## src/rtl/ssd_seq_driver.sv

```systemverilog
// -----------------------------------------------------------------------------
// ssd_seq_driver
//
// Sequential binary-to-decimal seven-segment driver. A WIDTH-bit value is
// converted to DIGITS BCD digits by iterative double-dabble, one magnitude bit
// per clock. The result is then encoded onto active-low HEX displays, with
// optional two's-complement sign display, leading-zero blanking and overflow
// indication.
//
// Ports:
//   clk          system clock, rising edge
//   rst          asynchronous active-high reset
//   number       value to display, sampled when a load is accepted
//   load         conversion request, accepted only in IDLE
//   signed_mode  sampled with number; 1 = number is two's complement
//   blank_lz     sampled with number; 1 = blank leading zeros
//   busy         conversion in progress
//   done         one-cycle pulse when a new hex_out becomes visible
//   overflow     displayed value does not fit in DIGITS
//   hex_out      7*DIGITS segments, active-low; digit i at [7i+6:7i], a..g MSB..LSB
// -----------------------------------------------------------------------------
module ssd_seq_driver #(
    parameter int WIDTH  = 32,
    parameter int DIGITS = 8
) (
    input  logic                  clk,
    input  logic                  rst,
    input  logic [WIDTH-1:0]      number,
    input  logic                  load,
    input  logic                  signed_mode,
    input  logic                  blank_lz,
    output logic                  busy,
    output logic                  done,
    output logic                  overflow,
    output logic [7*DIGITS-1:0]   hex_out
);

    localparam int CW = (WIDTH > 1) ? $clog2(WIDTH) : 1;

    localparam logic [6:0] SEG_BLANK = 7'b1111111;
    localparam logic [6:0] SEG_MINUS = 7'b1111110;

    typedef enum logic [1:0] {
        S_IDLE,
        S_CONVERT,
        S_ENCODE
    } state_t;

    state_t                r_state;
    state_t                w_next_state;

    logic [WIDTH-1:0]      r_mag;
    logic [4*DIGITS-1:0]   r_bcd;
    logic [CW-1:0]         r_cnt;
    logic                  r_neg;
    logic                  r_blank_lz;
    logic                  r_ovf;
    logic                  r_done;
    logic                  r_overflow;
    logic [7*DIGITS-1:0]   r_hex;

    logic [4*DIGITS-1:0]   w_adj;
    logic [3:0]            w_msd;
    logic [3:0]            w_pos;
    logic                  w_minus_ovf;
    logic                  w_overflow;
    logic [7*DIGITS-1:0]   w_hex;

    function automatic logic [6:0] seg_code(input logic [3:0] d);
        case (d)
            4'd0:    seg_code = 7'b0000001;
            4'd1:    seg_code = 7'b1001111;
            4'd2:    seg_code = 7'b0010010;
            4'd3:    seg_code = 7'b0000110;
            4'd4:    seg_code = 7'b1001100;
            4'd5:    seg_code = 7'b0100100;
            4'd6:    seg_code = 7'b0100000;
            4'd7:    seg_code = 7'b0001111;
            4'd8:    seg_code = 7'b0000000;
            4'd9:    seg_code = 7'b0001100;
            default: seg_code = SEG_BLANK;
        endcase
    endfunction

    // ---------------------------------------------------------------- FSM
    always_ff @(posedge clk or posedge rst) begin
        // NOTE: sequential state uses non-blocking assignments so every
        // register samples its inputs from before the edge.
        if (rst) r_state <= S_IDLE;
        else     r_state <= w_next_state;
    end

    always_comb begin
        // NOTE: default assigned first so no path leaves the output unassigned
        // (which would infer a latch).
        w_next_state = r_state;
        case (r_state)
            S_IDLE:    if (load) w_next_state = S_CONVERT;
            S_CONVERT: if (r_cnt == '0) w_next_state = S_ENCODE;
            S_ENCODE:  w_next_state = S_IDLE;
            default:   w_next_state = S_IDLE;
        endcase
    end

    // ------------------------------------------------------ double-dabble
    // Add-3 correction of every nibble that would reach 10 or more after the shift.
    always_comb begin
        w_adj = r_bcd;
        for (int i = 0; i < DIGITS; i++) begin
            if (r_bcd[4*i +: 4] >= 4'd5) w_adj[4*i +: 4] = r_bcd[4*i +: 4] + 4'd3;
        end
    end

    // ------------------------------------------------------------ encode
    always_comb begin
        w_msd       = '0;
        w_minus_ovf = 1'b0;
        w_hex       = '0;
        // Highest nonzero digit; an all-zero value behaves as if digit 0 were it.
        for (int i = 0; i < DIGITS; i++) begin
            if (r_bcd[4*i +: 4] != 4'd0) w_msd = 4'(i);
        end
        w_pos = r_blank_lz ? (w_msd + 4'd1) : 4'(DIGITS - 1);
        if (r_neg) begin
            if (int'(w_pos) >= DIGITS) w_minus_ovf = 1'b1;
            for (int i = 0; i < DIGITS; i++) begin
                if (int'(w_pos) == i && r_bcd[4*i +: 4] != 4'd0) w_minus_ovf = 1'b1;
            end
        end
        w_overflow = r_ovf | w_minus_ovf;
        for (int i = 0; i < DIGITS; i++) begin
            if (w_overflow)
                w_hex[7*i +: 7] = SEG_MINUS;
            else if (r_neg && int'(w_pos) == i)
                w_hex[7*i +: 7] = SEG_MINUS;
            else if (r_blank_lz && i > int'(w_msd))
                w_hex[7*i +: 7] = SEG_BLANK;
            else
                w_hex[7*i +: 7] = seg_code(r_bcd[4*i +: 4]);
        end
    end

    // ----------------------------------------------------------- datapath
    always_ff @(posedge clk or posedge rst) begin
        if (rst) begin
            r_mag      <= '0;
            r_bcd      <= '0;
            r_cnt      <= '0;
            r_neg      <= 1'b0;
            r_blank_lz <= 1'b0;
            r_ovf      <= 1'b0;
            r_done     <= 1'b0;
            r_overflow <= 1'b0;
            r_hex      <= {7*DIGITS{1'b1}};
        end else begin
            r_done <= 1'b0;
            case (r_state)
                S_IDLE: begin
                    if (load) begin
                        r_blank_lz <= blank_lz;
                        // Magnitude is unsigned WIDTH bits, so the most
                        // negative input negates to itself and still converts.
                        if (signed_mode && number[WIDTH-1]) begin
                            r_mag <= -number;
                            r_neg <= 1'b1;
                        end else begin
                            r_mag <= number;
                            r_neg <= 1'b0;
                        end
                        r_bcd <= '0;
                        r_ovf <= 1'b0;
                        r_cnt <= CW'(WIDTH - 1);
                    end
                end
                S_CONVERT: begin
                    r_bcd <= {w_adj[4*DIGITS-2:0], r_mag[WIDTH-1]};
                    r_mag <= {r_mag[WIDTH-2:0], 1'b0};
                    // A 1 leaving the top nibble means more digits than DIGITS.
                    r_ovf <= r_ovf | w_adj[4*DIGITS-1];
                    r_cnt <= r_cnt - 1'b1;
                end
                S_ENCODE: begin
                    r_hex      <= w_hex;
                    r_overflow <= w_overflow;
                    r_done     <= 1'b1;
                end
                default: ;
            endcase
        end
    end

    assign busy     = (r_state != S_IDLE);
    assign done     = r_done;
    assign overflow = r_overflow;
    assign hex_out  = r_hex;

endmodule

```

## config.mk

```make
export PLATFORM = sky130hd
export DESIGN_NAME = ssd_seq_driver
export DESIGN_NICKNAME = d
export VERILOG_FILES = /design/src/rtl/ssd_seq_driver.sv
export SDC_FILE = /design/constraint.sdc
export NUM_CORES = 1
export LEC_CHECK = 0
export BUFFER_PORTS_ARGS = -buffer_cell sky130_fd_sc_hd__buf_4
export CORE_UTILIZATION = 23
export CTS_CLUSTER_SIZE = 16
export DETAILED_ROUTE_END_ITERATION = 8
export SLEW_MARGIN = 20
export SYNTH_ARGS = -nofsm -noshare
export SYNTH_HDL_FRONTEND = slang
export SYNTH_SLANG_ARGS = --single-unit
```

## constraint.sdc

```tcl
create_clock -name clk -period 10.3 [get_ports clk]
set_input_delay 0.515 -clock clk [delete_from_list [all_inputs] [get_ports clk]]
set_output_delay 0.515 -clock clk [all_outputs]
set_load 0.02 [all_outputs]
```

==> results of run 1 <==
[cell usage in the layout (no fill, tap or decap), drive strengths merged, types with 4 or more instances in the layout]
master / synthesis / routed
o21a: 7 / 7
mux2: 6 / 6
dfstp: 56 / 56
a22o: 10 / 10
a41oi: 29 / 29
clkbuf: 42 / 21
clkinv: 2 / 7
nor2: 118 / 118
nand4: 4 / 4
ha: 47 / 47
a22oi: 24 / 24
o22ai: 4 / 4
a211oi: 7 / 7
o31ai: 7 / 7
a32o: 6 / 6
and2: 4 / 4
a21o: 4 / 4
nand3: 33 / 33
xor2: 6 / 6
nor4b: 4 / 4
nand2: 70 / 70
dfrtp: 76 / 76
nor3: 12 / 12
o211ai: 16 / 16
nor3b: 12 / 12
o21ai: 98 / 98
a31oi: 28 / 28
or3: 6 / 6
nand2b: 20 / 20
buf: 17 / 103
inv: 45 / 47
xnor2: 20 / 20
a21oi: 62 / 62
a311oi: 7 / 7
nor4: 8 / 8
and3: 4 / 4
mux2i: 23 / 23
[per-layer routing]
layer | up-vias | part of all wire
met1 | 3581 | 0.47
met4 | 0 | 0.011
li1 | 3679 | -
met5 | - | 0
met2 | 172 | 0.47
met3 | 17 | 0.042
[cells in the mapped netlist (all sizes together), types with 8 or more instances]
library cell,number
ha,47
nor4,8
inv,45
nor3b,12
a21oi,62
nor3,12
mux2i,23
a31oi,28
dfstp,56
a22oi,24
a22o,10
o21ai,98
o211ai,16
nand2,70
xnor2,20
a41oi,29
nor2,118
clkbuf,42
dfrtp,76
buf,17
nand3,33
nand2b,20
[state kept, by name, indices dropped and copies added (netlist names)]
| name | count |
|---|---|
| overflow | 1 |
| done | 1 |
| r_bcd | 32 |
| r_ovf | 1 |
| r_blank_lz | 1 |
| r_cnt | 5 |
| r_neg | 1 |
| r_state | 2 |
| hex_out | 56 |
| r_mag | 32 |
[critical path, delay by kind of cell (launching register included)]
kind | cells | cell delay (ns)
compound gates | 3 | 1.15
simple gates | 5 | 1.72
flops | 1 | 0.48
buf+inv | 3 | 0.57
fa+ha+maj | 3 | 0.80
[final timing paths]
kind | startpoint | to | slack, ns | depth (start not counted)
min reg2reg | r_mag[15] | r_mag[16] | 0.49 | 2
max reg2reg | r_bcd[21] | hex_out[14] | 5.51 | 14
max in group asynchronous | rst | r_bcd[1] | 9.12 | 3
max | r_bcd[21] | hex_out[14] | 5.51 | 14
min | rst | r_mag[2] | 0.09 | 2
min in group clk | blank_lz | r_blank_lz | 0.28 | 3
[cell families (layout without fill, tap and decap cells)]
kind of cell,Yosys count,after routing
muxes,29,29
and+or+nand+nor,309,309
xor gates and xnor gates,26,26
AOI/OAI and AO/OA,324,324
buffers and inverters,106,182
DFF,132,132
adders and majority gates,47,47
[metrics by stage]
stage / util / total power, W
floorplan: - / 0.00210
global placement: 0.265 / 0.00251
detailed placement: 0.265 / 0.00253
CTS: 0.282 / 0.00321
global route: 0.282 / 0.00346
finish: 0.282 / 0.00318
[area by class of cell]
type                            count  area [µm²]  share of cell area
Inverter                           47         179              0.0173
Timing Repair Buffer              103         773              0.0747
Multi-Input combinational cell    735        4810               0.464
Sequential cell                   132        3370               0.326
Clock inverter                     11         145              0.0140
Tap cell                          468         586              0.0565
Clock buffer                       21         493              0.0476
[power groups by stage]
| stage | Combinational, W | Sequential (W) | Clock (W) |
|---|---|---|---|
| after global routing | 0.00170 | 0.00107 | 0.000699 |
| after global placement | 0.00149 | 0.00102 | 0 |
| final | 0.00150 | 0.00103 | 0.000659 |
| after floorplan | 0.00112 | 0.000975 | 0 |
| after CTS | 0.00151 | 0.00102 | 0.000675 |
| after detailed placement | 0.00150 | 0.00103 | 0 |
==> impl_results.md, run 1 <==
- Status: completed
- Final Instance Count excl. Fillers: 1,517
- Post-CTS resize count: 0
- Internal power: between 0.0015 and 0.002 W
- CTS buffer count: 17
- Max-slew violation count: 0
- Diode count: 0
- Comb pwr share: 0.470
- Proportion of layout cells with a drive suffix above 1: 0.210
- F_max: roughly 210 MHz
- Grt met2 use: 0.205
- Clock Path Buffers: 2
- Post-synthesis sequential area ratio: 0.393
- Crit path cell chain: inv_1, ha_1, or3b_1, o21a_1, nand2_1, nand2_1, ha_1, inv_1, ha_1, nor4b_2, o41ai_4, nor3b_4, buf_4, a32o_1
- Lkg Pwr: 4.22 nW
- Worst slew pin tran: roughly 1.1 ns
- WP data required: between 10 and 15 ns
- Routed WL per cell: ~16 µm
- Count of flip-flops with a built-in enable after synthesis: 0
- Most used cell, CP: ha_1
- Placed Instances: 1,485
- Mux share of post-synthesis cell area: 0.0347
- Synth Area in Compound Gates: 0.249
- Worst hold slack: ~0.092 ns
- Worst skew pair latency: about 0.43 ns
- Max Cap Violations: 0
- Clock sink count: 132
- Grt met1 use: 0.174
- Synth Area in Simple Gates: 0.179
- Post-CTS setup buffer count: 0
- Total track usage: 0.128
- Ys flop type: dfrtp_1
- Largest family of logic cells by synthesized area: compound AO/OA/AOI/OAI gates
- Pre-CTS setup slack: between 5 and 6 ns
- Final nets: roughly 1,100
- DRC viols: 0
- Worst vdd ir: approximately 0.15 mV
- Vias per cell: slightly below 5
- Post-Syn Instances: between 900 and 1,000
- NetSw: 0.00138 W
- Fin crit period: 4.79 ns
- Met3 Use GR: 0.0226
- Clk slew on worst S/H paths: about 0.060 ns
- Clock root cell: clkbuf_16
- Vias in the first global route: approximately 7,000
- First drt pass iteration count: 5
- CP max stage delay: around 0.72 ns
- Via count: between 7,000 and 8,000
- Initial drt markers: a little under 500
- Critical path arrival: ~5.2 ns
- Grt peak-use layer: met2
- Switching Fraction: 0.433
- Dpl cell area: between 9000 and 10,000 µm²
- Crit path kind: flop to flop
- Hold violation count in the final report: 0
- Synth Area in XOR/XNOR: 0.0265
- Min-Delay Path Class: primary input to async pin
- Fin crit share: 0.465
- Unrepaired setup endpoints after global routing: no
- Setup TNS: 0 ns
- GPL Wtd Cong: approximately 0.85
- Synth warn: 0
- Post-Synth Adder-Cell Area: 0.0686
- Reg power frac: 0.323
- Largest net degree at the start of global routing: 63
- Final WL: around 24,000 µm
- Fin area: slightly above 10,000 µm²
- H-tree depth: 4
- Synth top area share: 0.222
- Power Density: between 300 and 400 nW/µm²
- CORE AREA: 36,700 µm²
- Async S/R FF share, synth: 1.00
- PortBufs: 95
- Worst setup SP type: flop
- FP Rows: 70
- Die ar.: about 38,000 µm²
- Mapped Area: about 8600 µm²
- Detail Placement HPWL: about 17,000 µm
- Area delta synth->final: 20.7%
- Synthesized flop and latch total: 132
- CP max-delay cell: o41ai_4
- Proportion of power drawn by the clock network: 0.207
- Max FO, Critical Path: 16
- Die width: between 150 and 200 µm
- Crit. End Element: flop
- Netlist cell types: 69
- DRT antenna net count: 0
- Final setup viols: 0
- Grt ovf: 0
- Slew HR: 0.278
- Ranking of synthesized cells by area: dfrtp_1, dfstp_2, ha_1
- Syn_nets: roughly 1,100
- CTS tree: yes
- First-pass GRT wire length: 38,900 µm
- Clk_skew: ~0.013 ns
- Final worst slack: 5.51 ns
- Syn_area_per_cell: 8.82 µm²
- Initial Util: 0.234
- Post-CTS Hold Buffers: 0
- Die H: 195 µm
- Fill cells: 3,891
- Antenna violations before repair: 1
- # IOs: 96
- Area leader, netlist: dfrtp_1
Power figures use the tool's default switching activity.
==> run 2, diff against run 1 <==
==> constraint.sdc (replaced) <==
create_clock -name clk -period 4.55 [get_ports clk]
set_input_delay 0.2275 -clock clk [delete_from_list [all_inputs] [get_ports clk]]
set_output_delay 0.2275 -clock clk [all_outputs]
set_load 0.02 [all_outputs]
==> impl_results.md, run 2 (same netlist as run 1, synthesis figures left out) <==
- Status: completed
- Initial drt markers: 527 (+6.3%)
- Vias per cell: 4.93 (+0.41%)
- Worst skew pair latency: 0.43 ns (about the same)
- PortBufs: 95 (unchanged)
- NetSw: 0.00320 W (+130%)
- Proportion of power drawn by the clock network: 0.186 (-0.021)
- # IOs: 96 (unchanged)
- Max FO, Critical Path: 12 (-4)
- Worst hold slack: 0.0418 ns (-0.0506 ns)
- Final setup viols: 0 (unchanged)
- CTS tree: yes
- CP max-delay cell: a211oi_1
- Unrepaired setup endpoints after global routing: no
- Antenna violations before repair: 0 (-1)
- Clock Path Buffers: 2 (unchanged)
- Worst vdd ir: 0.359 mV (+140%)
- DRT antenna net count: 0 (unchanged)
- Pre-CTS setup slack: 0.337 ns (-5.24 ns)
- Max-slew violation count: 0 (unchanged)
- Switching Fraction: 0.448 (+0.0150)
- CP max stage delay: 0.51 ns (-0.21 ns)
- Crit. End Element: flop
- Lkg Pwr: 4.24 nW (+0.45%)
- Crit path cell chain: inv_1, ha_1, or3b_1, o21a_1, nand2_1, nand2_1, ha_1, inv_1, ha_1, nor4b_2, nand3_1, a211oi_1, nor3b_4, buf_6, buf_6, a32o_1
- CP delay by family, top: simple AND/OR/NAND/NOR gates
- Final WL: 24,200 µm (+1.4%)
- Clock root cell: clkbuf_16
- Worst setup SP type: flop
- WP data required: 4.91 ns (-5.76 ns)
- First-pass GRT wire length: 39,500 µm (+1.5%)
- Internal power: 0.00393 W (+120%)
- FP Rows: 70 (unchanged)
- Detail Placement HPWL: 17,400 µm (+2.4%)
- Final nets: 1,132 (+1.1%)
- Initial Util: 0.234 (unchanged)
- F_max: 237 MHz (+13%)
- Hold violation count in the final report: 0 (unchanged)
- Clk_skew: 0.00939 ns (-0.00385 ns)
- Critical path arrival: 4.58 ns (-0.58 ns)
- GPL Wtd Cong: 0.919 (+8.6%)
- Vias in the first global route: 7,265 (+0.80%)
- Most frequent cells in the layout: nor2_1, buf_4, o21ai_0
- Fin crit period: 4.22 ns (-0.570 ns)
- Diode count: 0 (unchanged)
- Reg power frac: 0.320 (-0.003)
- H-tree depth: 4 (unchanged)
- Area delta synth->final: 21.1%
- Die ar.: 38,100 µm² (unchanged)
- Dpl cell area: 9800 µm² (+0.85%)
- Total track usage: 0.129 (+0.00138)
- Largest net degree at the start of global routing: 51 (-19%)
- Fin area: 10,400 µm² (+0.29%)
- Largest register FFs: 56 (unchanged)
- Commonest non-fill, non-tap cell in the layout: nor2_1
- CORE AREA: 36,700 µm² (unchanged)
- Final worst slack: 0.328 ns (-5.18 ns)
- CTS buffer count: 17 (unchanged)
- First drt pass iteration count: 5 (unchanged)
- CP bufs+invs: 4 (+1)
- Worst slew pin tran: 0.953 ns (-0.123 ns)
- Post-layout util: 0.283 (+0.000818)
- Grt ovf: 0 (unchanged)
- Setup TNS: 0 ns (unchanged)
- Most used cell, CP: ha_1
- Slew HR: 0.363 (+0.0851)
- Clock sink count: 132 (unchanged)
- Crit path kind: flop to flop
- DRC viols: 0 (unchanged)
- R2R Setup Slk: 0.33 ns (-5.18 ns)
- Power Density: 686 nW/µm² (+120%)
- Routed WL per cell: 15.8 µm (+0.62%)
- Fill cells: 3,850 (-1.1%)
- Proportion of layout cells with a drive suffix above 1: 0.217 (+0.00705)
- Clk slew on worst S/H paths: 0.06 ns (about the same)
- Die width: 195 µm (unchanged)
- Max Cap Violations: 0 (unchanged)
- Die H: 195 µm (unchanged)
- Fin crit share: 0.928 (+0.463)
- Via count: 7,539 (+1.2%)
- Min-Delay Path Class: primary input to flop
- Comb pwr share: 0.494 (+0.024)
[run 2: changes by cell type in the layout (fill, tap and decap cells not counted), moves of 2 or more]
cell           delta
inv_6             +2
bufinv_16         -3
buf_4             +8
clkinvlp_4        +2
buf_6             +2
dlygate4sd3_1     +2
[run 2: stage by stage]
step           total power, W  std cells
2_1_floorplan         0.00475        973
3_3_place_gp          0.00575       1493
3_5_place_dp          0.00581       1495
4_1_cts               0.00717       1529
5_1_grt               0.00775       1529
6_report              0.00713       1529
[run 2: path summary, 6_finish.rpt]
kind / startpoint / end / cells after the start
setup / recovery: r_bcd[21] / hex_out[42] / 16
hold / removal: number[23] / r_mag[23] / 3
setup reg to reg: r_bcd[21] / hex_out[42] / 16
hold reg to reg: r_mag[15] / r_mag[16] / 2
max in group asynchronous: rst / r_bcd[12] / 4
min in group asynchronous: rst / r_mag[6] / 3
[run 2: repair_timing]
action,4_1_cts,5_1_grt
setup endpoints to repair,0,13
resized for setup,0,1
hold buffers,2,0
hold endpoints to repair,39,0
setup buffers,0,0
[run 2: worst reg2reg max path, stage by stage, from the launching register on]
cell	delay (ns)
dfrtp_1	0.49
inv_1	0.16
ha_1	0.26
or3b_1	0.42
o21a_1	0.24
nand2_1	0.09
nand2_1	0.08
ha_1	0.24
inv_1	0.06
ha_1	0.29
nor4b_2	0.36
nand3_1	0.22
a211oi_1	0.51
nor3b_4	0.16
buf_6	0.19
buf_6	0.15
a32o_1	0.22
[run 2: layout make-up]
| class | count | area (µm²) | area share |
|---|---|---|---|
| clock buffers | 20 | 468 | 0.0450 |
| inverters | 47 | 179 | 0.0172 |
| well taps | 468 | 586 | 0.0564 |
| multi-input cells | 735 | 4810 | 0.463 |
| flip-flops and latches | 132 | 3370 | 0.325 |
| clock inverters | 12 | 96.3 | 0.00927 |
| repair buffers | 115 | 876 | 0.0843 |
[run 2: per-layer routing]
layer	GRT usage	vias up	share of wire
met4	0.0303	0	0.0099
met1	0.174	3615	0.48
met2	0.213	178	0.48
li1	-	3728	-
met3	0.0244	18	0.036
met5	0	-	0
[run 2: power by group through the flow]
stage	Sequential [W]	Combinational [W]	Clock [W]
finish	0.00228	0.00352	0.00133
global route	0.00237	0.00397	0.00141
CTS	0.00228	0.00354	0.00135
detailed placement	0.00229	0.00352	0
global placement	0.00227	0.00348	0
floorplan	0.00221	0.00254	0
